**src/rtl/ps_slot_scheduler.sv**
```systemverilog
// Two-requester byte scheduler feeding the 8:1 serializer in fixed-length slots.
// Define SCH_FIXED_PRIO_EN for fixed priority (lane 0 wins ties); default is round robin.
module ps_slot_scheduler #(
   parameter int unsigned DATA_W          = 8,
   parameter int unsigned SLOT_LEN        = 8,
   parameter int unsigned INIT_IDLE_SLOTS = 4
) (
   input  logic              clk_PS,
   input  logic              reset,
   input  logic              req_valid_0,
   input  logic [DATA_W-1:0] req_data_0,
   output logic              req_ready_0,
   input  logic              req_valid_1,
   input  logic [DATA_W-1:0] req_data_1,
   output logic              req_ready_1,
   output logic              valid_out_PS,
   output logic [DATA_W-1:0] data_out_PS,
   output logic              slot_start,
   output logic              link_up
);

   localparam int unsigned CNT_W = (SLOT_LEN > 1) ? $clog2(SLOT_LEN) : 1;
   localparam logic [CNT_W-1:0] CNT_LAST = CNT_W'(SLOT_LEN - 1);

   localparam logic [0:0] ST_INIT = 1'b0;
   localparam logic [0:0] ST_RUN  = 1'b1;

   logic [CNT_W-1:0]  cnt_q, cnt_d;
   logic [0:0]        state_q, state_d;
   logic [3:0]        idle_q, idle_d;
   logic              valid_q, valid_d;
   logic [DATA_W-1:0] data_q, data_d;
   logic              start_q, start_d;
   logic              boundary, arb_en, grant_0, grant_1;

   assign boundary = (cnt_q == CNT_LAST);
   assign arb_en   = boundary && (state_q == ST_RUN);

`ifdef SCH_FIXED_PRIO_EN
   always_comb begin
      grant_0 = arb_en & req_valid_0;
      grant_1 = arb_en & req_valid_1 & ~req_valid_0;
   end
`else
   // rr_q names the lane favoured on a tie; it moves off a lane once that lane is granted
   logic rr_q, rr_d;

   always_comb begin
      grant_0 = arb_en & req_valid_0 & (~req_valid_1 | ~rr_q);
      grant_1 = arb_en & req_valid_1 & (~req_valid_0 |  rr_q);
      rr_d    = rr_q;
      if (grant_0) rr_d = 1'b1;
      else if (grant_1) rr_d = 1'b0;
   end

   always_ff @(posedge clk_PS or posedge reset) begin
      if (reset) rr_q <= 1'b0;
      else       rr_q <= rr_d;
   end
`endif

   always_comb begin
      cnt_d   = cnt_q + CNT_W'(1);
      state_d = state_q;
      idle_d  = idle_q;
      start_d = boundary;
      valid_d = valid_q;
      data_d  = data_q;
      if (boundary) begin
         if (state_q == ST_INIT) begin
            if ((32'(idle_q) + 32'd1) >= INIT_IDLE_SLOTS) state_d = ST_RUN;
            else                                         idle_d  = idle_q + 4'd1;
         end
         valid_d = grant_0 | grant_1;
         if (grant_0)      data_d = req_data_0;
         else if (grant_1) data_d = req_data_1;
         else              data_d = '0;
      end
   end

   always_ff @(posedge clk_PS or posedge reset) begin
      if (reset) begin
         cnt_q   <= '0;
         state_q <= ST_INIT;
         idle_q  <= '0;
         valid_q <= 1'b0;
         data_q  <= '0;
         start_q <= 1'b0;
      end else begin
         cnt_q   <= cnt_d;
         state_q <= state_d;
         idle_q  <= idle_d;
         valid_q <= valid_d;
         data_q  <= data_d;
         start_q <= start_d;
      end
   end

   assign req_ready_0  = grant_0;
   assign req_ready_1  = grant_1;
   assign valid_out_PS = valid_q;
   assign data_out_PS  = data_q;
   assign slot_start   = start_q;
   assign link_up      = (state_q == ST_RUN);

endmodule

```
**config.mk**
```make
export PLATFORM = sky130hd
export DESIGN_NAME = ps_slot_scheduler
export DESIGN_NICKNAME = d
export VERILOG_FILES = /design/src/rtl/ps_slot_scheduler.sv
export SDC_FILE = /design/constraint.sdc
export NUM_CORES = 1
export LEC_CHECK = 0
export ABC_CLOCK_PERIOD_IN_PS = 1600
export BUFFER_PORTS_ARGS = -buffer_cell sky130_fd_sc_hd__buf_2
export CORE_ASPECT_RATIO = 2
export CORE_UTILIZATION = 30
export DETAILED_ROUTE_END_ITERATION = 8
export GPL_TIMING_DRIVEN = 0
export PLACE_DENSITY = 0.58
export SLEW_MARGIN = 30
export SYNTH_ARGS = -nofsm -noshare
export SYNTH_HDL_FRONTEND = slang
export SYNTH_SLANG_ARGS = --single-unit
```
**constraint.sdc**
```tcl
create_clock -name clk_PS -period 1.6 [get_ports clk_PS]
set_input_delay 0.24 -clock clk_PS [delete_from_list [all_inputs] [get_ports clk_PS]]
set_output_delay 0.24 -clock clk_PS [all_outputs]
set_load 0.02 [all_outputs]
```
==> Word level (Yosys, flattened, before mapping) <==
Index checks and enable logic that the tools add are counted.
W data, S select, Z words.
{ "word_totals": {"regBits": 19, "input_bits": 20, "output_inout_bits": 13, "word_cells": 33} }
{ "op_classes": {"n_addsub": 3, "magnitude_cmp": 1, "eq_ne": 1, "muxes": 6, "bitwise_logic": 12, "n_reduce_logical": 3} }
{ "ops": {"columns": ["operator", "count"], "rows": [
  ["$mux W8", 2],
  ["$add A4 B1 Y5 const B", 1],
  ["$ge A5 B3 Y1 const B", 1],
  ["$not A1 Y1", 5],
  ["$add A4 B1 Y4 const B", 1],
  ["$and A1 B1 Y1", 4],
  ["$mux W1", 4],
  ["$add A3 B1 Y3 const B", 1],
  ["$eq A3 B3 Y1 const B", 1],
  ["$or A1 B1 Y1", 3],
  ["$reduce_and A3 Y1", 1],
  ["$reduce_bool A2 Y1", 1],
  ["$logic_and A1 B1 Y1", 1]
]} }

==> Longest topological paths before layout <==
Gate-level depths: netlist of the first run.
{ "logic_depth": {"depth_word": 6, "ltp_mapped": 7} }

==> Worst setup path before layout of the first run <==
Ideal clock, no wire load.
{ "synth_timing": {"kind": "register to register", "startpoint": "register cnt_q[0]", "endpoint": "register valid_q, in the netlist valid_out_PS", "setup_ps": 124, "arrival_ps": 1339, "required_time_ps": 1476, "path_slack_ps": 137, "stages_incl_launch_ff": 7, "n_path_buf": 1, "cell_sequence": "dfrtp_1 -> ha_1 -> ha_1 -> buf_6 -> nand3_2 -> a21oi_4 -> a211o_2"} }
{ "synth_between": {"elab_chain_cells": 5, "word_cells_on_any_way": 7} }
{ "synth_lines": {"columns": ["item", "line_no", "source"], "rows": [
  ["start: declaration", "28", "logic [CNT_W-1:0] cnt_q, cnt_d;"],
  ["start signal: assignment", "90", "cnt_q <= cnt_d;"],
  ["$eq A3 B3 Y1", "36", "assign boundary = (cnt_q == CNT_LAST);"],
  ["net boundary", "34", "logic boundary, arb_en, grant_0, grant_1;"],
  ["$logic_and A1 B1 Y1", "37", "assign arb_en = boundary && (state_q == ST_RUN);"],
  ["$and A1 B1 Y1 (2 in a row)", "50", "grant_1 = arb_en & req_valid_1 & (~req_valid_0 | rr_q);"],
  ["net req_ready_1", "15", "output logic req_ready_1,"],
  ["$or A1 B1 Y1", "74", "valid_d = grant_0 | grant_1;"],
  ["end signal: assignment", "93", "valid_q <= valid_d;"],
  ["end: declaration", "31", "logic valid_q, valid_d;"]
]} }
The timed path passes the listed nets, and every way through them passes these cells.
A chain may end at the register's enable or synchronous reset.

==> Worst setup path in the final report of the first run <==
{ "layout_timing": {"startpoint": "register cnt_q[0]", "endpoint": "output req_ready_1"} }
{ "layout_between": {"elab_chain_cells": 4} }
{ "layout_lines": {"columns": ["item", "line_no"], "rows": [
  ["$eq A3 B3 Y1", "36"],
  ["net boundary", "34"],
  ["$logic_and A1 B1 Y1", "37"],
  ["$and A1 B1 Y1 (2 in a row)", "50"],
  ["end: declaration", "15"]
]} }
The timed path passes the listed nets, and every way through them passes these cells.

==> flow_metrics.tcl, run 1 <==
set metrics [dict create \
    outcome "complete, but fails checks" \
    violations "setup timing" \
    cp.required_ns 1.36 \
    yosys.area_share.xor_xnor_pct 1.04 \
    fin_crit_sh_pct 105 \
    hp-class "in2async" \
    ioPinCount 33 \
    final.fill_count 269 \
    worstReg2RegStart "cnt_q[0]" \
    grt_pass1_wl_um 3020 \
    max_stage_delay_ns 0.39 \
    critPathLaunchType "flip-flop" \
    synth_top_area_share_pct 56.5 \
    critPathBufInv 2 \
    drc 0 \
    clkPwrFrac_pct 35.9 \
    cpLargestDelayFamily "flip-flops" \
    synthCells 73 \
    die_y_um 76.9 \
    max_freq_mhz 598 \
    setup_slack_ns -0.0731 \
    async_reset_ff_share_pct 100 \
    synth-edff-count 0 \
    r2r-end "valid_out_PS" \
    instances_no_fill 144 \
    seqPwrFrac_pct 53.3 \
    diodes 0 \
    cp-end-kind "primary output" \
    drv_cap 0 \
    arrival_ns 1.43 \
    dieArea_mm2 0.00303 \
    power_density_mw_per_mm2 779 \
    drtPass1Iterations 2 \
    muxShareOfSynthArea_pct 1.79 \
    ys_seq_area_share_pct 56.5 \
    cpMostUsedCell "ha_4" \
    finalWirelength_um 1920 \
    grt_overflow 0 \
    drtIter0Drc 10 \
    yosys_most_used_dff "dfrtp_1" \
    slew_violations 0 \
    postSynthAreaPerCell_um2 11.5 \
    synth-simple-area-share_pct 7.29 \
    ir_drop_v 0.000578 \
    dieWidth_um 39.4 \
    comb_power_share_pct 10.8 \
    switching_share_pct 25.4 \
    grt_max_degree 20 \
    synth_top_area_cell "dfrtp_1" \
    p_leak_nw 0.601 \
    setup_violations 3 \
    crit_slowest_cell "dfrtp_1" \
    routedWlPerCell_um 13.3 \
    cts_inserted_buffers 3 \
    io_buffers 32 \
    postRouteAntennaNets 0 \
    design.core.area_mm2 0.00260 \
    synth_seq_cells 19 \
    p_sw_mw 0.244 \
    areaGrowthSynthToFinish_pct 46.7 \
    grt_usage_pct 14.8 \
    synth_adder_area_share_pct 5.95 \
    ff2ff_setup_slack_ns -0.03 \
    netlist_area_um2 841 \
    layout_min_cycle_time_ns 1.67 \
    synth_common_cells "dfrtp_1 (19), inv_1 (13), a22oi_1 (8), o21ai_1 (8), ha_1 (4)" \
    clock_skew_ns 0.00917 \
    synth_top_family_by_area "compound AO/OA/AOI/OAI gates" \
    vias_per_cell 4.76 \
    dp_cells 133 \
    ys_warn_count 0 \
    synth_compound_area_share_pct 19.8 \
    start_util_pct 32.3 \
    p_total_mw 0.961 \
    rows 26 \
    grt_pass1_vias 709 \
    layout-drive-gt1-share_pct 53.4 \
    ctsHoldBuffers 0 \
    setup_tns_ns -0.103 \
    dp_hpwl_um 1330 \
    antenna_found_initial 0 \
    dp_slack_ns -0.154 \
    vias 686 \
    yosysMostFrequentCell "dfrtp_1" \
    tightestPinTransition_ns 0.710 \
    ctsLongestPathBuffers 2 \
    power.internal_mw 0.717 \
    clk_latency_ns 0.27 \
    cts_htree_levels 1 \
    gp_congestion 0.699 \
    worstSetupPathType "reg2out" \
    yosys-top-cells-area "dfrtp_1 (57%), a22oi_1 (7.1%), ha_1 (6.0%), inv_1 (5.8%), o21ai_1 (4.8%)" \
    path_cells "ha_4, ha_4, buf_8, nand3_4, a21oi_4, buf_6" \
    syn_nets 97 \
    worstRegToRegCells 8 \
    critPathMaxFanout 4 \
    synth.distinct_cells 21 \
    hold_viol 0 \
    root_buffer "clkbuf_8" \
    cts.sinks 19 \
    rsz0062_at_grt "true" \
    final_nets 141 \
    path_clk_slew_ns 0.08 \
    relSlewSlack_pct 52.6 \
    cts_tree "built" \
]
-- worst register-to-register path, cell delays in order, from the launching register on --
cell	delay [ns]
dfrtp_1	0.41
ha_4	0.18
ha_4	0.17
buf_8	0.12
nand3_4	0.06
a21oi_4	0.05
buf_4	0.14
buf_8	0.14
a211o_2	0.26
-- timing repair --
action,in CTS,in global routing
gates resized for setup,9,11
pin swaps,2,0
endpoints found under the setup margin,5,3
setup buffers,5,2
-- cell usage in the layout (no fill, tap or decap), types with 2 or more instances in the layout --
master    netlist  final
ha_1            4      2
nor2_1          3      3
nand2_1         2      2
inv_1          13     13
a21oi_4         2      2
dfrtp_1        19     19
buf_2           0     30
buf_6           1      2
buf_4           0      6
a22oi_2         0      8
buf_8           0      2
clkbuf_8        0      3
o21ai_1         8      8
ha_4            0      2
-- layer usage --
layer / up-vias / track usage (%) / part of all wire (%)
li1: 331 / - / -
met1: 332 / 14.4 / 37
met2: 19 / 25.4 / 57
met3: 4 / 1.73 / 3.4
met4: 0 / 11.4 / 2.8
met5: - / 0 / 0
-- power by group through the flow --
stage	Combinational [mW]	Clock [mW]	Sequential, mW
final	0.104	0.345	0.512
after global routing	0.115	0.374	0.515
after CTS	0.103	0.360	0.512
after detailed placement	0.101	0	0.522
after global placement	0.0992	0	0.520
after floorplan	0.0255	0	0.545
-- kinds of logic after synthesis --
| kind of cell | count (synthesis) |
|---|---|
| muxes | 1 |
| buffers and inverters | 15 |
| AOI/OAI and AO/OA | 23 |
| xor gates and xnor gates | 1 |
| DFF | 19 |
| and+or+nand+nor | 10 |
| adders and majority gates | 4 |
-- per-stage QoR --
stage / cell area, um^2 / util (%) / hold WS (ns)
after detailed placement: 1040 / 39.8 / 0.400
after global placement: 1040 / 39.8 / 0.397
after CTS: 1160 / 44.6 / 0.113
after floorplan: 841 / - / 0.191
after global routing: 1230 / 47.4 / 0.150
final: 1230 / 47.4 / 0.0746
-- flip-flops by register name, indices dropped and copies added, names as in the netlist --
| signal | flops |
|---|---|
| cnt_q | 3 |
| data_out_PS | 8 |
| idle_q | 4 |
| link_up | 1 |
| rr_q | 1 |
| slot_start | 1 |
| valid_out_PS | 1 |
-- worst max-delay path by stage --
| stage | cells past startpoint | to | slack, ns | startpoint |
|---|---|---|---|---|
| final | 6 | req_ready_1 | -0.07 | cnt_q[0] |
| after CTS | 6 | req_ready_1 | -0.10 | cnt_q[0] |
| after global placement | 6 | req_ready_1 | -0.14 | cnt_q[0] |
| after global routing | 6 | req_ready_1 | -0.12 | cnt_q[0] |
| after detailed placement | 6 | req_ready_1 | -0.15 | cnt_q[0] |
| after floorplan | 6 | valid_out_PS | 0.14 | cnt_q[0] |
-- final cells by class --
cell class                 instances  area, um^2  share of cell area (%)
sequential                        19         475                    38.5
multi-input combinational         39         374                    30.3
timing repair buffer              39         233                    18.9
inverter                          13        48.8                    3.96
clock buffer                       3        41.3                    3.35
tap                               28        35.0                    2.84
buffer                             2        18.8                    1.52
clock inverter                     1        7.51                   0.609
(Power assumes the default switching activity.)
==> run 2: changes to the inputs <==
- PLACE_DENSITY: 0.58 -> 0.52
==> flow_metrics.tcl, run 2 (synthesis results as in run 1) <==
set metrics [dict create \
    setup_tns_ns -0.0763 \
    dp_hpwl_um 1270 \
    power.internal_mw 0.717 \
    grt_pass1_vias 728 \
    path_clk_slew_ns 0.07 \
    grt_max_degree 20 \
    dp_cells 133 \
    max_freq_mhz 599 \
    diodes 0 \
    regArea_um2 475 \
    areaGrowthSynthToFinish_pct 43.5 \
    dieWidth_um 39.4 \
    start_util_pct 32.3 \
    cp.required_ns 1.36 \
    max_stage_delay_ns 0.39 \
    outcome "complete, but fails checks" \
    hold_slack_ns 0.0961 \
    cts_htree_levels 1 \
    arrival_ns 1.43 \
    worstRegToRegCells 7 \
    slew_violations 0 \
    cts_inserted_buffers 3 \
    grt_overflow 0 \
    final_common_cell "buf_2" \
    cpLargestDelayFamily "flip-flops" \
    postRouteAntennaNets 0 \
    vias 692 \
    r2r-end "idle_q[1]" \
    ir_drop_v 0.000477 \
    seqPwrFrac_pct 54.9 \
    clk_latency_ns 0.25 \
    violations "setup timing" \
    worstReg2RegStart "cnt_q[0]" \
    path_cells "ha_4, ha_4, buf_8, nand3_4, a21oi_4, buf_6" \
    largest_reg_flops 8 \
    dieArea_mm2 0.00303 \
    rsz0062_at_grt "true" \
    final_cell_mix "buf_2 (30), dfrtp_1 (19), inv_1 (13)" \
    grt_usage_pct 14.5 \
    rows 26 \
    comb_power_share_pct 10.8 \
    grt_pass1_wl_um 3080 \
    cts.sinks 19 \
    routedWlPerCell_um 12.9 \
    io_buffers 32 \
    switching_share_pct 23.2 \
    ff2ff_setup_slack_ns 0.03 \
    hp-class "in2async" \
    drv_cap 0 \
    drc 0 \
    critPathLaunchType "flip-flop" \
    fin_crit_sh_pct 104 \
    multi_input_area_um2 350 \
    worstSetupPathType "reg2out" \
    final_nets 142 \
    finalWirelength_um 1870 \
    die_y_um 76.9 \
    ctsLongestPathBuffers 2 \
    p_sw_mw 0.217 \
    ioPinCount 33 \
    tightestPinTransition_ns 0.713 \
    design.core.area_mm2 0.00260 \
    cpMostUsedCell "ha_4" \
    p_total_mw 0.934 \
    gp_congestion 0.687 \
    power_density_mw_per_mm2 774 \
    setup_slack_ns -0.0707 \
    layout_min_cycle_time_ns 1.67 \
    clock_skew_ns 0.00477 \
    cts_tree "built" \
    vias_per_cell 4.77 \
    instances_no_fill 145 \
    drtIter0Drc 14 \
    root_buffer "clkbuf_8" \
    crit_slowest_cell "dfrtp_1" \
    layout-drive-gt1-share_pct 47.9 \
    p_leak_nw 0.600 \
    critPathBufInv 2 \
    cp-end-kind "primary output" \
    critPathMaxFanout 3 \
    final.fill_count 278 \
    setup_violations 2 \
    hold_viol 0 \
    relSlewSlack_pct 52.4 \
    dp_slack_ns -0.227 \
    clkPwrFrac_pct 34.3 \
    drtPass1Iterations 4 \
    antenna_found_initial 0 \
]
[run 2: changes by cell type in the layout (fill, tap and decap cells not counted), sizes merged]
cell and change:
buf +1, clkbuf +1, clkinvlp -1
[run 2: area by class of cell]
type	instances	area share, %
inverters	13	4.05
clock buffers	4	3.73
repair buffers	40	19.3
multi-input cells	39	29.0
flip-flops and latches	19	39.4
well taps	28	2.90
plain buffers	2	1.56
[run 2: metal layers]
layer	part of all wire, %	vias to the layer above	GRT usage (%)
li1	-	334	-
met1	38	336	14.8
met2	56	18	25.9
met3	4.0	4	1.73
met4	1.8	0	7.24
met5	0	-	0
[run 2: how the worst max path moves through the flow]
stage,startpoint,end,slack [ns],cells after the start
5_1_grt,cnt_q[0],req_ready_1,-0.15,6
2_1_floorplan,cnt_q[0],valid_out_PS,0.14,6
4_1_cts,cnt_q[0],req_ready_1,-0.11,6
6_report,cnt_q[0],req_ready_1,-0.07,6
3_5_place_dp,cnt_q[0],req_ready_1,-0.23,6
3_3_place_gp,cnt_q[0],req_ready_1,-0.18,6
[run 2: power by group through the flow]
stage	clock network, mW	logic, mW	registers (mW)
finish	0.320	0.101	0.512
global route	0.360	0.112	0.515
CTS	0.339	0.103	0.512
detailed placement	0	0.101	0.521
global placement	0	0.0997	0.520
floorplan	0	0.0255	0.545
[run 2: timing repair]
item	in CTS	in global routing
buffers inserted	6	2
setup endpoints to repair	11	6
resized for setup	9	4
hold buffers	0	0
pin swaps	2	1
[run 2: stage by stage]
stage               utilization, %  cell area [um^2]
floorplan                        -               841
global placement              39.8              1040
detailed placement            39.8              1040
CTS                           44.8              1160
global route                  46.3              1210
finish                        46.3              1210
